**src/rtl/cache_fill_fsm.sv**
```systemverilog
// Cache miss handler: fetches one block from 16-bit main memory word by word, fills the data array, then writes the tag.
// Optional critical-word-first ordering is enabled by defining CACHE_FILL_CRITICAL_WORD_FIRST_EN.
module cache_fill_fsm #(
  parameter int WORDS  = 8,
  parameter int ADDR_W = 16,
  parameter int OFF_W  = 3
) (
  input  logic              clk,
  input  logic              rst_n,
  input  logic              miss_detected,
  input  logic [ADDR_W-1:0] miss_address,
  input  logic              memory_data_valid,
  input  logic [15:0]       memory_data,
  output logic              fsm_busy,
  output logic              mem_read,
  output logic [ADDR_W-1:0] memory_address,
  output logic              write_data_array,
  output logic [OFF_W-1:0]  data_word_sel,
  output logic [15:0]       fill_data,
  output logic              write_tag_array
);

  typedef enum logic [1:0] {IDLE, FILL, TAG} state_t;

  localparam logic [3:0] WORDS_C = 4'(WORDS);

  state_t            state_q, state_d;
  logic [3:0]        issue_cnt_q, issue_cnt_d;
  logic [3:0]        recv_cnt_q, recv_cnt_d;
  logic [ADDR_W-1:0] base_q, base_d;
  logic [OFF_W-1:0]  start_off;

`ifdef CACHE_FILL_CRITICAL_WORD_FIRST_EN
  logic [OFF_W-1:0]  start_off_q, start_off_d;
  assign start_off = start_off_q;
`else
  assign start_off = '0;
`endif

  // The byte-lane bit (and the word offset without critical-word-first) never reach the datapath.
  logic unused_addr_bits;
  assign unused_addr_bits = ^miss_address[OFF_W:0];

  logic             issue_live;
  logic             wr_word;
  logic [OFF_W-1:0] issue_off;
  logic [OFF_W-1:0] req_off;

  assign issue_live = (issue_cnt_q < WORDS_C);
  // Once every request is out, keep presenting the final request's address.
  assign issue_off  = issue_live ? issue_cnt_q[OFF_W-1:0] : OFF_W'(WORDS - 1);
  assign req_off    = issue_off + start_off;
  assign wr_word    = (state_q == FILL) && memory_data_valid && (recv_cnt_q < WORDS_C);

  assign fsm_busy         = (state_q != IDLE);
  assign mem_read         = (state_q == FILL) && issue_live;
  assign memory_address   = base_q + ADDR_W'({req_off, 1'b0});
  assign write_data_array = wr_word;
  assign data_word_sel    = recv_cnt_q[OFF_W-1:0] + start_off;
  assign fill_data        = memory_data;
  assign write_tag_array  = (state_q == TAG);

  always_comb begin
    state_d     = state_q;
    issue_cnt_d = issue_cnt_q;
    recv_cnt_d  = recv_cnt_q;
    base_d      = base_q;
`ifdef CACHE_FILL_CRITICAL_WORD_FIRST_EN
    start_off_d = start_off_q;
`endif
    case (state_q)
      IDLE: begin
        if (miss_detected) begin
          base_d      = {miss_address[ADDR_W-1:OFF_W+1], {(OFF_W+1){1'b0}}};
`ifdef CACHE_FILL_CRITICAL_WORD_FIRST_EN
          start_off_d = miss_address[OFF_W:1];
`endif
          issue_cnt_d = '0;
          recv_cnt_d  = '0;
          state_d     = FILL;
        end
      end
      FILL: begin
        if (issue_live) issue_cnt_d = issue_cnt_q + 4'd1;
        if (wr_word) begin
          recv_cnt_d = recv_cnt_q + 4'd1;
          if (recv_cnt_q == WORDS_C - 4'd1) state_d = TAG;
        end
      end
      TAG:     state_d = IDLE;
      default: state_d = IDLE;
    endcase
  end

  always_ff @(posedge clk) begin
    if (!rst_n) begin
      state_q     <= IDLE;
      issue_cnt_q <= '0;
      recv_cnt_q  <= '0;
      base_q      <= '0;
`ifdef CACHE_FILL_CRITICAL_WORD_FIRST_EN
      start_off_q <= '0;
`endif
    end else begin
      state_q     <= state_d;
      issue_cnt_q <= issue_cnt_d;
      recv_cnt_q  <= recv_cnt_d;
      base_q      <= base_d;
`ifdef CACHE_FILL_CRITICAL_WORD_FIRST_EN
      start_off_q <= start_off_d;
`endif
    end
  end

endmodule

```
**config.mk**
```make
export PLATFORM = sky130hd
export DESIGN_NAME = cache_fill_fsm
export DESIGN_NICKNAME = d
export VERILOG_FILES = /design/src/rtl/cache_fill_fsm.sv
export SDC_FILE = /design/constraint.sdc
export NUM_CORES = 1
export LEC_CHECK = 0
export CORE_UTILIZATION = 54
export CTS_CLUSTER_DIAMETER = 50
export DETAILED_ROUTE_END_ITERATION = 6
export DONT_BUFFER_PORTS = 1
export PLACE_DENSITY = 0.69
export SETUP_SLACK_MARGIN = 0.4
export SYNTH_ARGS = -nofsm -noshare
export SYNTH_HDL_FRONTEND = slang
export SYNTH_SLANG_ARGS = --single-unit
```
**constraint.sdc**
```tcl
create_clock -name clk -period 1.25 [get_ports clk]
set_input_delay 0.1875 -clock clk [delete_from_list [all_inputs] [get_ports clk]]
set_output_delay 0.1875 -clock clk [all_outputs]
set_load 0.005 [all_outputs]
```
==> metrics.md <==
| Metric | Value |
|---|---|
| Row Count | 15 |
| Pwr Total | 1.37 mW |
| Clock Skew | 0.00119 ns |
| Ports | 75 |
| CTS tree | done |
| PwrDens | between 900 and 1000 nW/um^2 |
| Commonest non-fill, non-tap cell in the layout | dfxtp_2 |
| GRT Total Usage | 23.9% |
| Initial Util | 60.3% |
| Die W | between 40 and 50 um |
| Most frequent cells in the layout | dfxtp_2 (15), nand2_2 (13), nand2_1 (12), buf_4 (12) |
| Endpoint class of the critical path | primary output |
| Post-Route M1 WL | 996 um |
| Setup ws final | -0.200 ns |
| Post-Synth Adder-Cell Area | 2.28% |
| Status | complete, but fails checks |
| Via count | 922 |
| Pre-antenna DRT Iters | 4 |
| P_sw | approximately 0.36 mW |
| Buffers on Ports | 0 |
| Share of layout cells above drive strength 1 | ~53% |
| Fmax | slightly below 700 MHz |
| Area delta synth->final | 33.1% |
| Die height | around 47 um |
| Worst R2R Setup Slack | -0.16 ns |
| # fillers | roughly 120 |
| Hpwl dp | 1.47 mm |
| Inserted Diodes | 0 |
| Max-cap violations | 0 |
| Routed wire per std cell | 16.5 um |
| Synth Net Count | 166 |
| Sw frac | a little over a quarter |
| WL met2 | 1.42 mm |
| Leakage power | 0.601 nW |
| Synthesized instance count | 128 |
| Clock power frac | 24.1% |
| Number of nets with antenna violations after routing | 0 |
| H-tree depth | 1 |
| Largest family of logic cells by synthesized area | simple AND/OR/NAND/NOR gates |
| Setup Viol. Count Final | 26 |
| Worst r2r path cells | 6 |
| Initial antenna violation count | 0 |
| Later-pin clock latency in the skew report | 0.31 ns |
| Worst-path clk slew | around 0.12 ns |
| Critical Path RT | 1.06 ns |
| Full die area | 2220 um^2 |
| Multi-input combinational cell area | 583 um^2 |
| Post-DP Area | between 1000 and 1500 um^2 |
| Simple-Gate Fraction of Synth Area | around a quarter |
| Startpoint Class | flip-flop |
| Logic pwr share | between 20% and 30% |
| Largest net degree at the start of global routing | 17 |
| Post-synthesis cell type count | 31 |
| Sequential Area | roughly 470 um^2 |
| Synth Area in XOR/XNOR | 0.798% |
| Synth warnings | 0 |
| P_int | a little over 1 mW |
| Crit path launch | state_q[1]$_SDFFE_PN0P_ |
| Worst Path Max Fanout | 5 |
| Residual DRC | 0 |
| Crit path to | mem_read |
| Sink Count | 22 |
| Fin nets | 179 |
| Vias in the first global route | about 800 |
| Initial drt markers | 6 |
| Met3 routed WL | ~180 um |
| CTS Root Cell | clkbuf_4 |
| RSZ-0062 raised after global routing | true |
| Critical path class | reg2out |
| Worst Hold Class | in2reg |
| Max Slew Vio Count | 0 |
| Yosys reg bits | 22 |
| Final hold vios | 0 |
| Post-synthesis mux area share | 0% |
| Via-to-Cell Ratio | 5.62 |
| Minimum clock period | 1.45 ns |
| Worst Path Arrival | 1.26 ns |
| GRT overflow | 0 |
| Seq/Total Area, Yosys | 40.1% |
| CTS max path bufs | 2 |
| Highest Signal Layer | met4 |
| Final Cycle Share | 116% |
| Total CTS buffers | 3 |
| Reg power frac | 55.8% |
| Avg Cell Area, Syn | 8.57 um^2 |
| Post-route cell area | about 1500 um^2 |
| Core area | 1820 um^2 |
| First-pass GRT wire length | ~3.6 mm |
| Reg-to-reg endpoint | recv_cnt_q[2]$_SDFFE_PN0P_ |
| Violated checks | setup timing |
| Worst VDD drop | between 800 and 900 uV |
| GP Congestion | 0.792 |
| Compound-Gate Fraction of Synth Area | 14.3% |
| Synth Cell Area | roughly 1100 um^2 |
| RR Startpoint | state_q[0]$_SDFFE_PN0P_ |
| Final wirelength | ~2.7 mm |
## power groups by stage
stage,sequential [mW],combinational [mW],clock (mW)
finish,0.763,0.276,0.329
detailed placement,0.777,0.136,0
floorplan,0.770,0.159,0
global route,0.768,0.297,0.352
global placement,0.775,0.132,0
CTS,0.764,0.247,0.328
## logic make-up (layout without fill, tap and decap cells)
| logic type | count (synthesis) | count (layout) |
|---|---|---|
| adders and majority gates | 2 | 2 |
| buffers and inverters | 29 | 40 |
| other | 1 | 1 |
| and+or+nand+nor | 51 | 51 |
| DFF | 22 | 22 |
| AOI/OAI and AO/OA | 22 | 22 |
| xor gates and xnor gates | 1 | 1 |
## Yosys cell counts
| cell type | number | area (um^2) |
|---|---|---|
| a21boi_0 | 12 | 90.1 |
| a21oi_1 | 2 | 10.0 |
| a31oi_1 | 1 | 6.26 |
| a41oi_1 | 1 | 8.76 |
| and2b_1 | 1 | 7.51 |
| and3_1 | 1 | 6.26 |
| and3b_1 | 1 | 8.76 |
| and4_1 | 1 | 8.76 |
| and4b_1 | 2 | 20.0 |
| buf_2 | 2 | 10.0 |
| buf_4 | 21 | 158 |
| clkbuf_1 | 4 | 15.0 |
| conb_1 | 1 | 3.75 |
| dfxtp_1 | 22 | 440 |
| ha_1 | 2 | 25.0 |
| inv_1 | 2 | 7.51 |
| nand2_1 | 26 | 97.6 |
| nand4_1 | 1 | 6.26 |
| nor2_1 | 4 | 15.0 |
| nor2b_1 | 1 | 6.26 |
| nor3b_1 | 4 | 30.0 |
| nor4bb_1 | 1 | 10.0 |
| o21a_1 | 3 | 22.5 |
| o21ai_0 | 2 | 10.0 |
| o31a_1 | 1 | 8.76 |
| or2_2 | 4 | 25.0 |
| or2b_1 | 1 | 7.51 |
| or3_1 | 1 | 6.26 |
| or3b_1 | 1 | 8.76 |
| or3b_2 | 1 | 8.76 |
| xnor2_1 | 1 | 8.76 |
## state kept, by name, summed over array words and instances, names as in the netlist
| register | cells |
|---|---|
| base_q | 12 |
| issue_cnt_q | 4 |
| recv_cnt_q | 4 |
| state_q | 2 |
## how the worst min path moves through the flow
stage,start,end,depth (start not counted)
6_report,miss_address[11],base_q[11]$_SDFFE_PN0P_,2
5_1_grt,rst_n,base_q[14]$_SDFFE_PN0P_,1
4_1_cts,miss_address[12],base_q[12]$_SDFFE_PN0P_,2
3_5_place_dp,rst_n,issue_cnt_q[0]$_SDFFE_PN0P_,1
3_3_place_gp,rst_n,issue_cnt_q[0]$_SDFFE_PN0P_,1
2_1_floorplan,miss_address[15],base_q[15]$_SDFFE_PN0P_,2
## per-stage QoR
step / hold slack, ns / worst slack [ns] / TNS (ns) / utilization, % / cells
after detailed placement: 0.310 / -0.0406 / -0.169 / 57.9 / 138
after global placement: 0.307 / -0.0318 / -0.0659 / 57.9 / 138
after floorplan: 0.332 / -0.0397 / -0.0946 / - / 128
after global routing: -0.00190 / -0.236 / -2.84 / 80.2 / 164
final: 0.000628 / -0.200 / -1.92 / 80.2 / 164
after CTS: 0.000620 / -0.193 / -1.02 / 76.3 / 161
## final cells by class
| class | count | share of cell area, % |
|---|---|---|
| Multi-Input combinational cell | 77 | 39.9 |
| Sequential cell | 22 | 32.5 |
| Timing Repair Buffer | 35 | 23.2 |
| Tap cell | 25 | 2.14 |
| Clock buffer | 3 | 1.54 |
| Inverter | 2 | 0.686 |
## repair_timing
item / in CTS / in global routing
hold endpoints to repair: 16 / 1
cloned: 1 / 0
resized for setup: 67 / 11
pin swaps: 30 / 13
setup buffers: 9 / 2
endpoints found under the setup margin: 44 / 44
hold buffers: 10 / 1
## layer usage
layer,up-vias,global-route usage (%)
met4,0,14.3
met5,-,0
met2,49,43.6
met1,422,23.8
met3,17,6.92
li1,434,-
## worst max-delay path, cell delays in order, from the launching register on
cell	delay (ns)
dfxtp_4	0.40
or3b_4	0.39
buf_6	0.13
inv_4	0.04
No activity file was read; power rests on OpenSTA's default activity.
